<file path="config.mk">
export PLATFORM = sky130hd
export DESIGN_NAME = stage_perf_monitor_flat
export DESIGN_NICKNAME = d
export VERILOG_FILES = /design/src/rtl/stage_perf_monitor_pkg.sv /design/src/rtl/stage_perf_monitor_if.sv /design/src/rtl/stage_perf_monitor_counter.sv /design/src/rtl/stage_perf_monitor.sv /design/src/flat_wrapper.sv
export SDC_FILE = /design/constraint.sdc
export NUM_CORES = 2
export LEC_CHECK = 0
export CORE_AREA = 5 5 357 359
export DETAILED_ROUTE_END_ITERATION = 12
export DIE_AREA = 0 0 362 364
export PLACE_DENSITY = 0.51
export SLEW_MARGIN = 20
export SYNTH_ARGS = -nofsm -noshare
export SYNTH_HDL_FRONTEND = slang
export SYNTH_SLANG_ARGS = --single-unit
</file>
<file path="constraint.sdc">
create_clock -name clk -period 56 [get_ports clk]
set_clock_uncertainty 0.1 [all_clocks]
set_input_delay 5.6 -clock clk [delete_from_list [all_inputs] [get_ports clk]]
set_output_delay 5.6 -clock clk [all_outputs]
set_load 0.1 [all_outputs]
</file>
<file path="src/rtl/stage_perf_monitor_pkg.sv">
// Shared types for the pipeline-stage performance monitor: stage and
// read-field encodings, read address width and the per-stage FSM states.
package gat_dbg_pkg;

  localparam int NUM_STAGES = 4;
  localparam int RD_ADDR_W  = 4;

  typedef enum logic [1:0] {
    STG_SPMM = 2'd0,
    STG_DMVM = 2'd1,
    STG_SM   = 2'd2,
    STG_AGGR = 2'd3
  } stage_e;

  typedef enum logic [1:0] {
    FLD_BUSY = 2'd0,
    FLD_RUNS = 2'd1,
    FLD_LAST = 2'd2,
    FLD_MAX  = 2'd3
  } field_e;

  typedef enum logic {
    IDLE = 1'b0,
    BUSY = 1'b1
  } state_e;

endpackage

</file>
<file path="src/rtl/stage_perf_monitor_if.sv">
// Bundle of stage status pulses, control levels, the stats read port and
// the sticky overlap error flags. The monitor is the slave side.
interface stage_perf_monitor_if #(
  parameter int NUM_STAGES = 4
);

  logic [NUM_STAGES-1:0]              start_i;
  logic [NUM_STAGES-1:0]              done_i;
  logic                               freeze_i;
  logic                               clear_i;
  logic                               rd_en_i;
  logic [gat_dbg_pkg::RD_ADDR_W-1:0]  rd_addr_i;
  logic [31:0]                        rd_data_o;
  logic                               rd_vld_o;
  logic [NUM_STAGES-1:0]              err_o;

  modport master (
    output start_i, done_i, freeze_i, clear_i, rd_en_i, rd_addr_i,
    input  rd_data_o, rd_vld_o, err_o
  );

  modport slave (
    input  start_i, done_i, freeze_i, clear_i, rd_en_i, rd_addr_i,
    output rd_data_o, rd_vld_o, err_o
  );

endinterface

</file>
<file path="src/rtl/stage_perf_monitor_counter.sv">
// One stage's IDLE/BUSY tracker with its latency counter and the four
// statistics it feeds (busy cycles, run count, last and max latency),
// plus the sticky overlap error bit.
module stage_perf_counter
  import gat_dbg_pkg::*;
#(
  parameter int CNT_W = 32,
  parameter int RUN_W = 16
) (
  input  logic             clk,
  input  logic             rst,
  input  logic             start_i,
  input  logic             done_i,
  input  logic             freeze_i,
  input  logic             clear_i,
  output logic [CNT_W-1:0] busy_o,
  output logic [RUN_W-1:0] runs_o,
  output logic [CNT_W-1:0] last_o,
  output logic [CNT_W-1:0] max_o,
  output logic             err_o
);

  function automatic logic [CNT_W-1:0] sat_inc_cnt(input logic [CNT_W-1:0] v);
    return (&v) ? v : v + CNT_W'(1);
  endfunction

  function automatic logic [RUN_W-1:0] sat_inc_run(input logic [RUN_W-1:0] v);
    return (&v) ? v : v + RUN_W'(1);
  endfunction

  state_e           state_q, state_d;
  logic [CNT_W-1:0] lat_q, lat_d;
  logic [CNT_W-1:0] busy_q, busy_d;
  logic [RUN_W-1:0] runs_q, runs_d;
  logic [CNT_W-1:0] last_q, last_d;
  logic [CNT_W-1:0] max_q, max_d;
  logic             err_q, err_d;
  logic             rec;
  logic             busy_inc;
  logic [CNT_W-1:0] rec_lat;

  // Next-state: FSM transitions, run recording gated by freeze, clear wins
  always_comb begin
    state_d  = state_q;
    lat_d    = lat_q;
    busy_d   = busy_q;
    runs_d   = runs_q;
    last_d   = last_q;
    max_d    = max_q;
    err_d    = err_q;
    rec      = 1'b0;
    busy_inc = 1'b0;
    rec_lat  = '0;

    unique case (state_q)
      IDLE: begin
        if (start_i && done_i) begin
          // Zero-latency run: recorded without ever entering BUSY.
          rec     = 1'b1;
          rec_lat = '0;
        end else if (start_i) begin
          state_d = BUSY;
          lat_d   = CNT_W'(1);
        end
      end
      BUSY: begin
        busy_inc = 1'b1;
        if (done_i) begin
          rec     = 1'b1;
          rec_lat = lat_q;
          if (start_i) begin
            lat_d = CNT_W'(1);
          end else begin
            state_d = IDLE;
          end
        end else begin
          lat_d = sat_inc_cnt(lat_q);
          // A second start mid-run is flagged and otherwise ignored.
          if (start_i) begin
            err_d = 1'b1;
          end
        end
      end
      default: state_d = IDLE;
    endcase

    if (!freeze_i) begin
      if (busy_inc) begin
        busy_d = sat_inc_cnt(busy_q);
      end
      if (rec) begin
        runs_d = sat_inc_run(runs_q);
        last_d = rec_lat;
        max_d  = (rec_lat > max_q) ? rec_lat : max_q;
      end
    end

    if (clear_i) begin
      state_d = IDLE;
      lat_d   = '0;
      busy_d  = '0;
      runs_d  = '0;
      last_d  = '0;
      max_d   = '0;
      err_d   = 1'b0;
    end
  end

  // State and statistics registers
  always_ff @(posedge clk or posedge rst) begin
    if (rst) begin
      state_q <= IDLE;
      lat_q   <= '0;
      busy_q  <= '0;
      runs_q  <= '0;
      last_q  <= '0;
      max_q   <= '0;
      err_q   <= 1'b0;
    end else begin
      state_q <= state_d;
      lat_q   <= lat_d;
      busy_q  <= busy_d;
      runs_q  <= runs_d;
      last_q  <= last_d;
      max_q   <= max_d;
      err_q   <= err_d;
    end
  end

  assign busy_o = busy_q;
  assign runs_o = runs_q;
  assign last_o = last_q;
  assign max_o  = max_q;
  assign err_o  = err_q;

endmodule

</file>
<file path="src/rtl/stage_perf_monitor.sv">
// Per-stage performance monitor: one counter block per pipeline stage and
// a registered read mux giving one-cycle-latency access to every stat.
module stage_perf_monitor #(
  parameter int CNT_W      = 32,
  parameter int RUN_W      = 16,
  parameter int NUM_STAGES = gat_dbg_pkg::NUM_STAGES
) (
  input logic                 clk,
  input logic                 rst,
  stage_perf_monitor_if.slave bus
);

  import gat_dbg_pkg::*;

  logic [CNT_W-1:0]      busy_w [NUM_STAGES];
  logic [RUN_W-1:0]      runs_w [NUM_STAGES];
  logic [CNT_W-1:0]      last_w [NUM_STAGES];
  logic [CNT_W-1:0]      max_w  [NUM_STAGES];
  logic [NUM_STAGES-1:0] err_w;
  logic [31:0]           rd_mux;
  logic [31:0]           rd_data_q;
  logic                  rd_vld_q;

  for (genvar k = 0; k < NUM_STAGES; k++) begin : g_stage
    stage_perf_counter #(
      .CNT_W (CNT_W),
      .RUN_W (RUN_W)
    ) u_cnt (
      .clk      (clk),
      .rst      (rst),
      .start_i  (bus.start_i[k]),
      .done_i   (bus.done_i[k]),
      .freeze_i (bus.freeze_i),
      .clear_i  (bus.clear_i),
      .busy_o   (busy_w[k]),
      .runs_o   (runs_w[k]),
      .last_o   (last_w[k]),
      .max_o    (max_w[k]),
      .err_o    (err_w[k])
    );
  end

  // Select the addressed stat from the current (pre-update) register values
  always_comb begin
    rd_mux = '0;
    for (int k = 0; k < NUM_STAGES; k++) begin
      if (bus.rd_addr_i[3:2] == 2'(k)) begin
        unique case (field_e'(bus.rd_addr_i[1:0]))
          FLD_BUSY: rd_mux = 32'(busy_w[k]);
          FLD_RUNS: rd_mux = 32'(runs_w[k]);
          FLD_LAST: rd_mux = 32'(last_w[k]);
          FLD_MAX:  rd_mux = 32'(max_w[k]);
          default:  rd_mux = '0;
        endcase
      end
    end
  end

  // Read response register; data holds between reads
  always_ff @(posedge clk or posedge rst) begin
    if (rst) begin
      rd_vld_q  <= 1'b0;
      rd_data_q <= '0;
    end else begin
      rd_vld_q <= bus.rd_en_i;
      if (bus.rd_en_i) begin
        rd_data_q <= rd_mux;
      end
    end
  end

  assign bus.rd_data_o = rd_data_q;
  assign bus.rd_vld_o  = rd_vld_q;
  assign bus.err_o     = err_w;

endmodule
</file>
<file path="src/flat_wrapper.sv">
// flat-port wrapper written by rule: the top's interface ports become plain ports
module stage_perf_monitor_flat import gat_dbg_pkg::*;
#(
  parameter int CNT_W      = 32,
  parameter int RUN_W      = 16,
  parameter int NUM_STAGES = gat_dbg_pkg::NUM_STAGES
)
  (clk, rst, bus_start_i, bus_done_i, bus_freeze_i, bus_clear_i, bus_rd_en_i, bus_rd_addr_i, bus_rd_data_o, bus_rd_vld_o, bus_err_o);
  stage_perf_monitor_if #(.NUM_STAGES(NUM_STAGES)) bus_i ();
  input logic clk;
  input logic rst;
  input wire logic [$bits(bus_i.start_i)-1:0] bus_start_i;
  input wire logic [$bits(bus_i.done_i)-1:0] bus_done_i;
  input wire logic [$bits(bus_i.freeze_i)-1:0] bus_freeze_i;
  input wire logic [$bits(bus_i.clear_i)-1:0] bus_clear_i;
  input wire logic [$bits(bus_i.rd_en_i)-1:0] bus_rd_en_i;
  input wire logic [$bits(bus_i.rd_addr_i)-1:0] bus_rd_addr_i;
  output wire logic [$bits(bus_i.rd_data_o)-1:0] bus_rd_data_o;
  output wire logic [$bits(bus_i.rd_vld_o)-1:0] bus_rd_vld_o;
  output wire logic [$bits(bus_i.err_o)-1:0] bus_err_o;
  assign bus_i.start_i = bus_start_i;
  assign bus_i.done_i = bus_done_i;
  assign bus_i.freeze_i = bus_freeze_i;
  assign bus_i.clear_i = bus_clear_i;
  assign bus_i.rd_en_i = bus_rd_en_i;
  assign bus_i.rd_addr_i = bus_rd_addr_i;
  assign bus_rd_data_o = bus_i.rd_data_o;
  assign bus_rd_vld_o = bus_i.rd_vld_o;
  assign bus_err_o = bus_i.err_o;
  stage_perf_monitor #(.CNT_W(CNT_W), .RUN_W(RUN_W), .NUM_STAGES(NUM_STAGES)) u_core (.clk(clk), .rst(rst), .bus(bus_i));
endmodule
</file>
==> summary.txt <==
Clock network
  • CTS Buf Count: 78
  • CTS clk-pin slew, worst paths: 0.06 ns
  • Hold Buf Count CTS: 0
  • Clk sinks: 617
  • TritonCTS clock tree: built
  • Max H-tree Level: 3
  • Worst skew pair latency: 0.64 ns
  • Max Root-Sink Buffers: 3
  • Post CTS Setup Buffer Count: 0
  • Post-CTS resize count: 0
  • Root buffer cell: clkbuf_16

Synth
  • Primary FF master, synth: dfrtp_1
  • Syn Area/Cell: 9.536 µm²
  • Synthesis-stage register bit count: 617
  • Area contributors post-synth: dfrtp_1 (42%), a22o_1 (6.2%), ha_1 (4.8%), mux4_2 (3.9%), nor2_1 (3.2%)
  • Leading area contributor after synthesis: dfrtp_1
  • Post-synth cell types: 94
  • Post-synthesis instance total: 3864
  • Most common cell in the netlist: dfrtp_1
  • Async set-reset flop share out of synthesis: 100.0%
  • EDFF count, synth: 0
  • Top cell type's share of synthesized area: 41.90%
  • Synth top cells by count: dfrtp_1 (617), nor2_1 (317), a22o_1 (260), nand2_1 (260), a21oi_1 (199)
  • Yosys warns: 0
  • Syn nets: 4021
  • Register area share after synthesis: 41.90%
  • Netlist Area Pre-Place: 0.03685 mm²

Detailed routing
  • Total number of vias: 30.68k
  • Residual DRC: 0
  • Drt via density: 5.621
  • DR iter-0 viols: 2886
  • Mean routed wirelength per cell: 21.92 µm
  • Drt first pass iters: 5
  • Number of routed nets with antenna violations: 0
  • Drt total wl: 119600 µm

Timing
  • Min Hold Slack: 0.3701 ns
  • Normalized max-slew margin: 28.91%
  • Least-Margin Pin Slew: 1.062 ns
  • Slew Viols, Final: 0
  • Fin crit period: 8.941 ns
  • Final setup TNS: 0 ns
  • Setup Viol. Count Final: 0
  • FMAX: 111.8 MHz
  • Final cycle utilization of the critical path: 15.97%
  • Fin. Hold Viols: 0
  • RSZ-0062 raised after global routing: no

Hold path
  • Worst hold stages: 2
  • Min-delay worst type: register to register

Die
  • Row count: 129
  • Chip width: 362 µm
  • Initial core utilization: 29.84%
  • Die Y: 364 µm
  • Total Die Area: 0.1318 mm²
  • I/O pin count: 54
  • Core box area: 0.1235 mm²

Finish
  • Final nets: 3914
  • Core Util, Final: 33.45%
  • Area Growth Syn to Fin: 12.10%
  • Share of layout cells above drive strength 1: 9.903%
  • Filler cell count: 12.59k

Setup path
  • Startpoint types: input port
  • Crit-path max FO: 38
  • Worst R2R Path Depth: 10
  • Critical path class: input port to register
  • Req. time, crit path: 56.47 ns
  • Worst Setup End Kind: register
  • Crit path DAT: 9.41 ns

Flow run
  • MaxCap Viol Count: 0

Place
  • Port bufs: 53
  • DP Wirelength: 82860 µm
  • Final RePlAce weighted congestion: 0.8634

Global route
  • Vias in the first global route: 29.22k
  • Initial antenna violation count: 10
  • First-pass GRT wire length: 183700 µm
  • GRT overflow: 0
  • M1 GR Usage: 24.88%
  • Grt peak-use layer: met2
  • Gr usage total: 17.64%
  • Met2 usage: 26.86%
  • Met3 GRT Util: 4.625%
  • Largest net degree at the start of global routing: 142

Power
  • Total power: 1.068 mW
  • PwrDens: 25.86 mW/mm²
  • Share of power burned in registers: 42.7%
  • Clock share of power: 49.2%
  • Logic pwr share: 8.2%
  • Worst IR Drop VDD: 0.01850 mV
  • Switching power: 0.2791 mW
  • Switching part of the total: 26.13%
  • P_leak: 17.35 nW
  • Pint: 0.7888 mW

Outcome
  • Status: finished clean
[power by group through the flow]
| stage | Sequential (mW) | Combinational [mW] | Clock (mW) |
|---|---|---|---|
| final | 0.455 | 0.0872 | 0.525 |
| after global routing | 0.456 | 0.0946 | 0.554 |
| after CTS | 0.455 | 0.0878 | 0.539 |
| after detailed placement | 0.463 | 0.0875 | 0 |
| after global placement | 0.463 | 0.0874 | 0 |
| after floorplan | 0.475 | 0.0468 | 0 |
[through the flow]
stage | worst slack, ns | cells | area [µm²]
finish | 47.06 | 5458 | 41300
CTS | 46.95 | 5454 | 41290
global route | 46.74 | 5455 | 41300
detailed placement | 46.29 | 5314 | 38640
floorplan | 33.02 | 3864 | 36850
global placement | 46.37 | 5314 | 38640
[cell type report]
| type | count | area [µm²] | area share (%) |
|---|---|---|---|
| repair buffers | 98 | 888.4 | 2.151 |
| clock buffers | 114 | 2321 | 5.619 |
| diodes | 4 | 10.01 | 0.02423 |
| flip-flops and latches | 617 | 15440 | 37.38 |
| clock inverters | 26 | 332.8 | 0.8058 |
| well taps | 1637 | 2048 | 4.959 |
| inverters | 191 | 724.4 | 1.754 |
| multi-input cells | 2771 | 19540 | 47.31 |
[placed cells by master (no fill, tap or decap), types with 16 or more instances in the layout]
| master | count |
|---|---|
| a21oi_1 | 198 |
| a221oi_1 | 64 |
| a22o_1 | 260 |
| a31oi_1 | 40 |
| and2_1 | 19 |
| and3_1 | 153 |
| and4_1 | 39 |
| buf_4 | 44 |
| clkbuf_1 | 16 |
| clkbuf_16 | 81 |
| clkbuf_8 | 17 |
| clkdlybuf4s50_1 | 47 |
| dfrtp_1 | 617 |
| ha_1 | 140 |
| inv_1 | 186 |
| mux2_2 | 80 |
| mux2i_1 | 20 |
| mux4_2 | 64 |
| nand2_1 | 260 |
| nand3_1 | 141 |
| nand4_1 | 123 |
| nor2_1 | 316 |
| nor2b_1 | 19 |
| nor3_1 | 117 |
| nor4_1 | 41 |
| o211ai_1 | 18 |
| o21ai_0 | 180 |
| o31ai_1 | 43 |
| or3_1 | 43 |
| or4_1 | 19 |
| xnor2_1 | 67 |
| xor2_1 | 60 |
[routing by layer]
| layer | wire length (µm) | vias up |
|---|---|---|
| met2 | 52760 | 896 |
| li1 | - | 14220 |
| met3 | 8891 | 165 |
| met4 | 3007 | 8 |
| met1 | 54770 | 15390 |
| met5 | 190 | - |
[cell families after synthesis]
kind of cell	count (synthesis)	share of synthesized area, %
muxes	164	6.900
adders and majority gates	140	4.754
AOI/OAI and AO/OA	971	18.70
xor gates and xnor gates	127	3.019
and+or+nand+nor	1369	19.37
buffers and inverters	476	5.355
DFF	617	41.90
[state kept, by name, indices dropped and copies added (netlist names)]
register	count
u_core.g_stage.u_cnt.max_o	128
u_core.g_stage.u_cnt.lat_q	128
u_core.g_stage.u_cnt.busy_o	128
u_core.bus.rd_data_o	32
u_core.g_stage.u_cnt.runs_o	64
u_core.g_stage.u_cnt.last_o	128
u_core.g_stage.u_cnt.err_o	4
u_core.g_stage.u_cnt.state_q	4
u_core.bus.rd_vld_o	1
[critical path, cell delays in order]
cell and delay, ns:
clkdlybuf4s50_1 0.46, buf_4 0.36, nand2_1 0.29, nor2_1 0.16, ha_1 0.15, nand4_1 0.13
nor4_1 0.34, nor3b_1 0.47, o31a_1 0.30, o211a_1 0.87, a22o_1 0.26
[final timing paths]
| check | end | slack (ns) | startpoint |
|---|---|---|---|
| worst max register to register | u_core.g_stage[0].u_cnt.max_o[22]$_DFFE_PP0P_ | 52.13 | u_core.g_stage[0].u_cnt.state_q$_DFF_PP0_ |
| worst max-delay path | u_core.g_stage[0].u_cnt.max_o[22]$_DFFE_PP0P_ | 47.06 | bus_done_i[0] |
| worst min register to register | u_core.g_stage[1].u_cnt.last_o[31]$_DFFE_PP0P_ | 0.37 | u_core.g_stage[1].u_cnt.last_o[31]$_DFFE_PP0P_ |
| min in group asynchronous | u_core.g_stage[0].u_cnt.lat_q[8]$_DFFE_PP0P_ | 5.43 | rst |
| worst min-delay path | u_core.g_stage[1].u_cnt.last_o[31]$_DFFE_PP0P_ | 0.37 | u_core.g_stage[1].u_cnt.last_o[31]$_DFFE_PP0P_ |
| max in group asynchronous | u_core.g_stage[2].u_cnt.max_o[12]$_DFFE_PP0P_ | 47.36 | rst |
Power figures use the tool's default switching activity.
